**src/rtl/y_seq_ctl.sv**
```systemverilog
// Multi-cycle IF/ID/EX/MEM/WB sequencer for the y-datapath with write-strobe gating.
// Optional perf counters (cyc_count, stall_count) enabled by defining Y_SEQ_PERF_EN.
module y_seq_ctl #(
    parameter int unsigned MAX_INS = 43,
    parameter int unsigned TIMEOUT = 15,
    parameter int unsigned CNT_W   = 16
) (
    input  logic             clk,
    input  logic             INT,
    input  logic             go,
    input  logic             isStype,
    input  logic             isRtype,
    input  logic             isItype,
    input  logic             isLw,
    input  logic             isjump,
    input  logic             isbranch,
    input  logic             mem_ready,
    output logic [2:0]       state,
    output logic             pc_init,
    output logic             ir_we,
    output logic             pc_we,
    output logic             rf_we,
    output logic             mem_re,
    output logic             mem_we,
    output logic             busy,
    output logic             halted,
    output logic             err,
    output logic [CNT_W-1:0] ins_count
`ifdef Y_SEQ_PERF_EN
    ,
    output logic [CNT_W-1:0] cyc_count,
    output logic [CNT_W-1:0] stall_count
`endif
);

    localparam int unsigned WaitW = $clog2(TIMEOUT + 1) + 1;

    typedef enum logic [2:0] {
        StIdle = 3'd0,
        StInit = 3'd1,
        StIf   = 3'd2,
        StId   = 3'd3,
        StEx   = 3'd4,
        StMem  = 3'd5,
        StWb   = 3'd6,
        StHalt = 3'd7
    } state_e;

    // Class bits: {S, R, I, lw, jump, branch}
    localparam int unsigned CS = 5, CR = 4, CI = 3, CL = 2, CJ = 1, CB = 0;

    state_e           state_q, state_d;
    logic [5:0]       class_q, class_d;
    logic [WaitW-1:0] wait_q, wait_d, wait_inc;
    logic [CNT_W-1:0] cnt_q, cnt_d, cnt_inc;
    logic             err_q, err_d;
    logic [5:0]       flags;
    logic             retire;
    logic             pc_init_w, ir_we_w, pc_we_w, rf_we_w, mem_re_w, mem_we_w;

    assign flags    = {isStype, isRtype, isItype, isLw, isjump, isbranch};
    assign wait_inc = wait_q + WaitW'(1);
    assign cnt_inc  = cnt_q + CNT_W'(1);

    always_comb begin
        state_d   = state_q;
        class_d   = class_q;
        wait_d    = wait_q;
        cnt_d     = cnt_q;
        err_d     = err_q;
        retire    = 1'b0;
        pc_init_w = 1'b0;
        ir_we_w   = 1'b0;
        pc_we_w   = 1'b0;
        rf_we_w   = 1'b0;
        mem_re_w  = 1'b0;
        mem_we_w  = 1'b0;
        unique case (state_q)
            StIdle: if (go) state_d = StInit;
            StInit: begin
                pc_init_w = 1'b1;
                state_d   = StIf;
            end
            StIf: begin
                ir_we_w = 1'b1;
                state_d = StId;
            end
            StId: begin
                class_d = flags;
                if ($countones(flags) == 1) begin
                    state_d = StEx;
                end else begin
                    state_d = StHalt;
                    err_d   = 1'b1;
                end
            end
            StEx: begin
                wait_d = '0;
                if (class_q[CL] || class_q[CS]) begin
                    state_d = StMem;
                end else if (class_q[CR] || class_q[CI] || class_q[CJ]) begin
                    state_d = StWb;
                end else if (class_q[CB]) begin
                    pc_we_w = 1'b1;
                    retire  = 1'b1;
                end else begin
                    state_d = StHalt;
                    err_d   = 1'b1;
                end
            end
            StMem: begin
                mem_re_w = class_q[CL];
                mem_we_w = class_q[CS];
                if (mem_ready) begin
                    if (class_q[CL]) begin
                        state_d = StWb;
                    end else begin
                        pc_we_w = 1'b1;
                        retire  = 1'b1;
                    end
                end else begin
                    wait_d = wait_inc;
                    if (wait_inc == WaitW'(TIMEOUT)) begin
                        state_d = StHalt;
                        err_d   = 1'b1;
                    end
                end
            end
            StWb: begin
                rf_we_w = 1'b1;
                pc_we_w = 1'b1;
                retire  = 1'b1;
            end
            StHalt: state_d = StHalt;
        endcase
        if (retire) begin
            cnt_d   = cnt_inc;
            state_d = ((MAX_INS != 0) && (cnt_inc == CNT_W'(MAX_INS))) ? StHalt : StIf;
        end
    end

    always_ff @(posedge clk) begin
        if (INT) begin
            state_q <= StIdle;
            class_q <= '0;
            wait_q  <= '0;
            cnt_q   <= '0;
            err_q   <= 1'b0;
        end else begin
            state_q <= state_d;
            class_q <= class_d;
            wait_q  <= wait_d;
            cnt_q   <= cnt_d;
            err_q   <= err_d;
        end
    end

    // Every output is forced low while reset is held, including registered ones.
    assign state     = INT ? 3'd0 : state_q;
    assign pc_init   = ~INT & pc_init_w;
    assign ir_we     = ~INT & ir_we_w;
    assign pc_we     = ~INT & pc_we_w;
    assign rf_we     = ~INT & rf_we_w;
    assign mem_re    = ~INT & mem_re_w;
    assign mem_we    = ~INT & mem_we_w;
    assign busy      = ~INT & (state_q != StIdle) & (state_q != StHalt);
    assign halted    = ~INT & (state_q == StHalt);
    assign err       = ~INT & err_q;
    assign ins_count = INT ? '0 : cnt_q;

`ifdef Y_SEQ_PERF_EN
    logic [CNT_W-1:0] cyc_q, stall_q;

    always_ff @(posedge clk) begin
        if (INT) begin
            cyc_q   <= '0;
            stall_q <= '0;
        end else begin
            if (state_q inside {StIf, StId, StEx, StMem, StWb}) cyc_q <= cyc_q + CNT_W'(1);
            if (state_q == StMem && !mem_ready) stall_q <= stall_q + CNT_W'(1);
        end
    end

    assign cyc_count   = INT ? '0 : cyc_q;
    assign stall_count = INT ? '0 : stall_q;
`endif

endmodule

```
**config.mk**
```make
export PLATFORM = sky130hd
export DESIGN_NAME = y_seq_ctl
export DESIGN_NICKNAME = d
export VERILOG_FILES = /design/src/rtl/y_seq_ctl.sv
export SDC_FILE = /design/constraint.sdc
export NUM_CORES = 1
export LEC_CHECK = 0
export CAP_MARGIN = 10
export CORE_MARGIN = 3
export CORE_UTILIZATION = 55
export CTS_CLUSTER_SIZE = 20
export DETAILED_ROUTE_END_ITERATION = 8
export GPL_TIMING_DRIVEN = 0
export PLACE_DENSITY = 0.87
export RECOVER_POWER = 25
export SETUP_SLACK_MARGIN = 0.05
export SLEW_MARGIN = 20
export SYNTH_ARGS = -nofsm -noshare
export SYNTH_HDL_FRONTEND = slang
export SYNTH_SLANG_ARGS = --single-unit
```
**constraint.sdc**
```tcl
create_clock -name clk -period 4.2 [get_ports clk]
set_input_delay 0.84 -clock clk [delete_from_list [all_inputs] [get_ports clk]]
set_output_delay 0.84 -clock clk [all_outputs]
set_load 0.005 [all_outputs]
```
==> flow_metrics.env <==
export IMPL_cp_end_kind="output pin"
export IMPL_powerDensity_mw_per_mm2=274
export IMPL_peakVddDrop_uv=281
export IMPL_die_w_um=67.9
export IMPL_cp_slowest_cell="dlygate4sd3_1"
export IMPL_hold_viol=0
export IMPL_holdPathStages=2
export IMPL_hold_class="reg2reg"
export IMPL_synth_nets=304
export IMPL_netSwitchingFraction_pct=30.7
export IMPL_drive_gt1_share_pct=6.67
export IMPL_die_y_um=67.9
export IMPL_grt_setup_unrepaired="false"
export IMPL_synthToLayoutAreaGrowth_pct=23.5
export IMPL_p_int_mw=0.494
export IMPL_period_minus_slack_ps=3760
export IMPL_io_pins=38
export IMPL_ys_seq_elements=31
export IMPL_path_cells="dlygate4sd3_1 > nand2_1 > o31ai_1 > o21ai_2 > clkbuf_1 > nor2_1 > clkdlybuf4s50_1"
export IMPL_cts_tree="built"
export IMPL_cts_buffers=5
export IMPL_num_antenna_cells=0
export IMPL_clock_latency_ps=280
export IMPL_ant_nets=0
export IMPL_yosys_area_top_type="dfxtp_1"
export IMPL_totalWireLength_um=5130
export IMPL_cp_slowest_stage_delay_ps=620
export IMPL_grt_ovfl_total=0
export IMPL_drt_iter0_drc=169
export IMPL_syn_area_sq_mm=0.00210
export IMPL_dr_pass1_iters=5
export IMPL_cts_max_level=2
export IMPL_synthTopCellsByCount="nand2_1, nor2_1, dfxtp_1, nor2b_1, nor3_1"
export IMPL_synth_edf_count=0
export IMPL_dp_hpwl_um=3690
export IMPL_cts_setup_buffers=0
export IMPL_path_max_fanout=10
export IMPL_route_vias_total=2105
export IMPL_ys_warn_count=0
export IMPL_synthDominantCellAreaShare_pct=29.5
export IMPL_path_clk_slew_ps=60
export IMPL_cts_root_buf="clkbuf_8"
export IMPL_fin_worst_skew_ps=6.30
export IMPL_finalWeightedCongestion=0.906
export IMPL_final_util_pct=74.4
export IMPL_cts_resized=0
export IMPL_switchingPower_mw=0.219
export IMPL_drc_errors=0
export IMPL_status="completed"
export IMPL_setup_tns_ps=0
export IMPL_async_reset_ff_share_pct=0
export IMPL_slew_violations=0
export IMPL_pwr_share_comb_pct=23.9
export IMPL_ys_flop_type="dfxtp_1"
export IMPL_slew_headroom_pct=56.3
export IMPL_cp_data_arrival_time_ps=2920
export IMPL_setup_violations=0
export IMPL_grt_pass1_wl_um=8740
export IMPL_wl_per_cell_um=13.6
export IMPL_die_area_sq_mm=0.00460
export IMPL_pwr_share_seq_pct=44.4
export IMPL_syn_avg_cell_area_sq_um=7.36
export IMPL_num_rows=21
export IMPL_cts_hold_buf=0
export IMPL_p_total_mw=0.713
export IMPL_fin_crit_sh_pct=89.5
export IMPL_start_util_pct=60.2
export IMPL_regArea_sq_um=621
export IMPL_ys_types=43
export IMPL_power_frac_clock_pct=31.7
export IMPL_syn_inst=286
export IMPL_vias_per_cell=5.60
export IMPL_clock_path_buffers=2
export IMPL_fillers=298
export IMPL_io_buffer_count=36
export IMPL_rr_worst_depth=7
export IMPL_fmax_ghz=0.266
export IMPL_antenna_found_initial=0
export IMPL_multiInputGateArea_sq_mm=0.00132
export IMPL_track_usage_pct=25.2
export IMPL_critPathLaunchType="input pin"
export IMPL_cts_sinks=31
export IMPL_coreArea_sq_mm=0.00349
export IMPL_worst_slew_pin_slew_ps=653
export IMPL_required_ps=3360
export IMPL_drv_cap=0
export IMPL_p_leak_nw=0.934
export IMPL_synth_most_common_cell="nand2_1"
export IMPL_ys_seq_area_share_pct=29.5
export IMPL_crit_type="in2out"
export IMPL_hold_ws_ps=459
export IMPL_grt_max_degree=11
export IMPL_final_nets=347
export IMPL_grt_pass1_vias=1904
export IMPL_synthTopCellsByArea="dfxtp_1, xnor2_1, nand2_1"
[power groups by stage]
stage / sequential, mW / clock (mW) / combinational [mW]
6_report: 0.317 / 0.226 / 0.170
5_1_grt: 0.318 / 0.245 / 0.192
4_1_cts: 0.316 / 0.231 / 0.170
3_5_place_dp: 0.323 / 0 / 0.168
3_3_place_gp: 0.322 / 0 / 0.165
2_1_floorplan: 0.321 / 0 / 0.113
[routing by layer]
layer	global-route usage [%]	wire [um]
met5	0	0
met4	8.68	92
met3	5.75	215
met2	39.6	2400
met1	34.0	2420
[per-stage QoR]
stage               area [sq um]  std cells  setup slack, ps
CTS                         2600        376              602
finish                      2600        376              441
global route                2600        376              343
detailed placement          2520        368              433
global placement            2520        368              433
floorplan                   2100        286             1090
[layout make-up]
type	count	share of cell area [%]
multi-input combinational	220	50.8
clock buffer	7	2.94
clock inverter	1	0.192
timing repair buffer	36	13.9
sequential	31	23.9
inverter	15	2.17
buffer	20	3.99
tap	46	2.21
[cell usage in the layout, fill, tap and decap left out, types with 6 or more instances in the layout]
cell / count
nand4_1: 6
o21ai_0: 6
nor2_1: 37
xnor2_1: 17
nor4_1: 6
a21oi_1: 17
dfxtp_1: 31
clkdlybuf4s50_1: 35
clkbuf_1: 13
nor3_1: 18
nor2b_1: 18
inv_1: 15
nand2_1: 39
[cells by family after synthesis]
logic type / count (synthesis) / synth area share [%]
AO/OA/AOI/OAI: 40 / 11.9
XOR/XNOR: 19 / 7.91
adder cells (fa/ha/maj): 8 / 5.83
buffers and inverters: 35 / 7.79
flip-flops: 31 / 29.5
multiplexers: 1 / 0.476
AND/OR/NAND/NOR: 152 / 36.6
[worst max-delay path, delay by kind of cell]
kind / cells / cell delay [ps]
buf+inv: 3 / 1390
compound gates: 2 / 450
simple gates: 2 / 240
[final timing paths]
| check | start | endpoint | slack [ps] |
|---|---|---|---|
| max | mem_ready | pc_we | 440 |
| min reg2reg | class_q[0] | class_q[0] | 460 |
| max reg2reg | state_q[2] | wait_q[2] | 2150 |
| min | class_q[0] | class_q[0] | 460 |
[state kept, by name, indices dropped and copies added (netlist names)]
register  flops
class_q       6
cnt_q        16
err_q         1
state_q       3
wait_q        5
(Power assumes the default switching activity.)
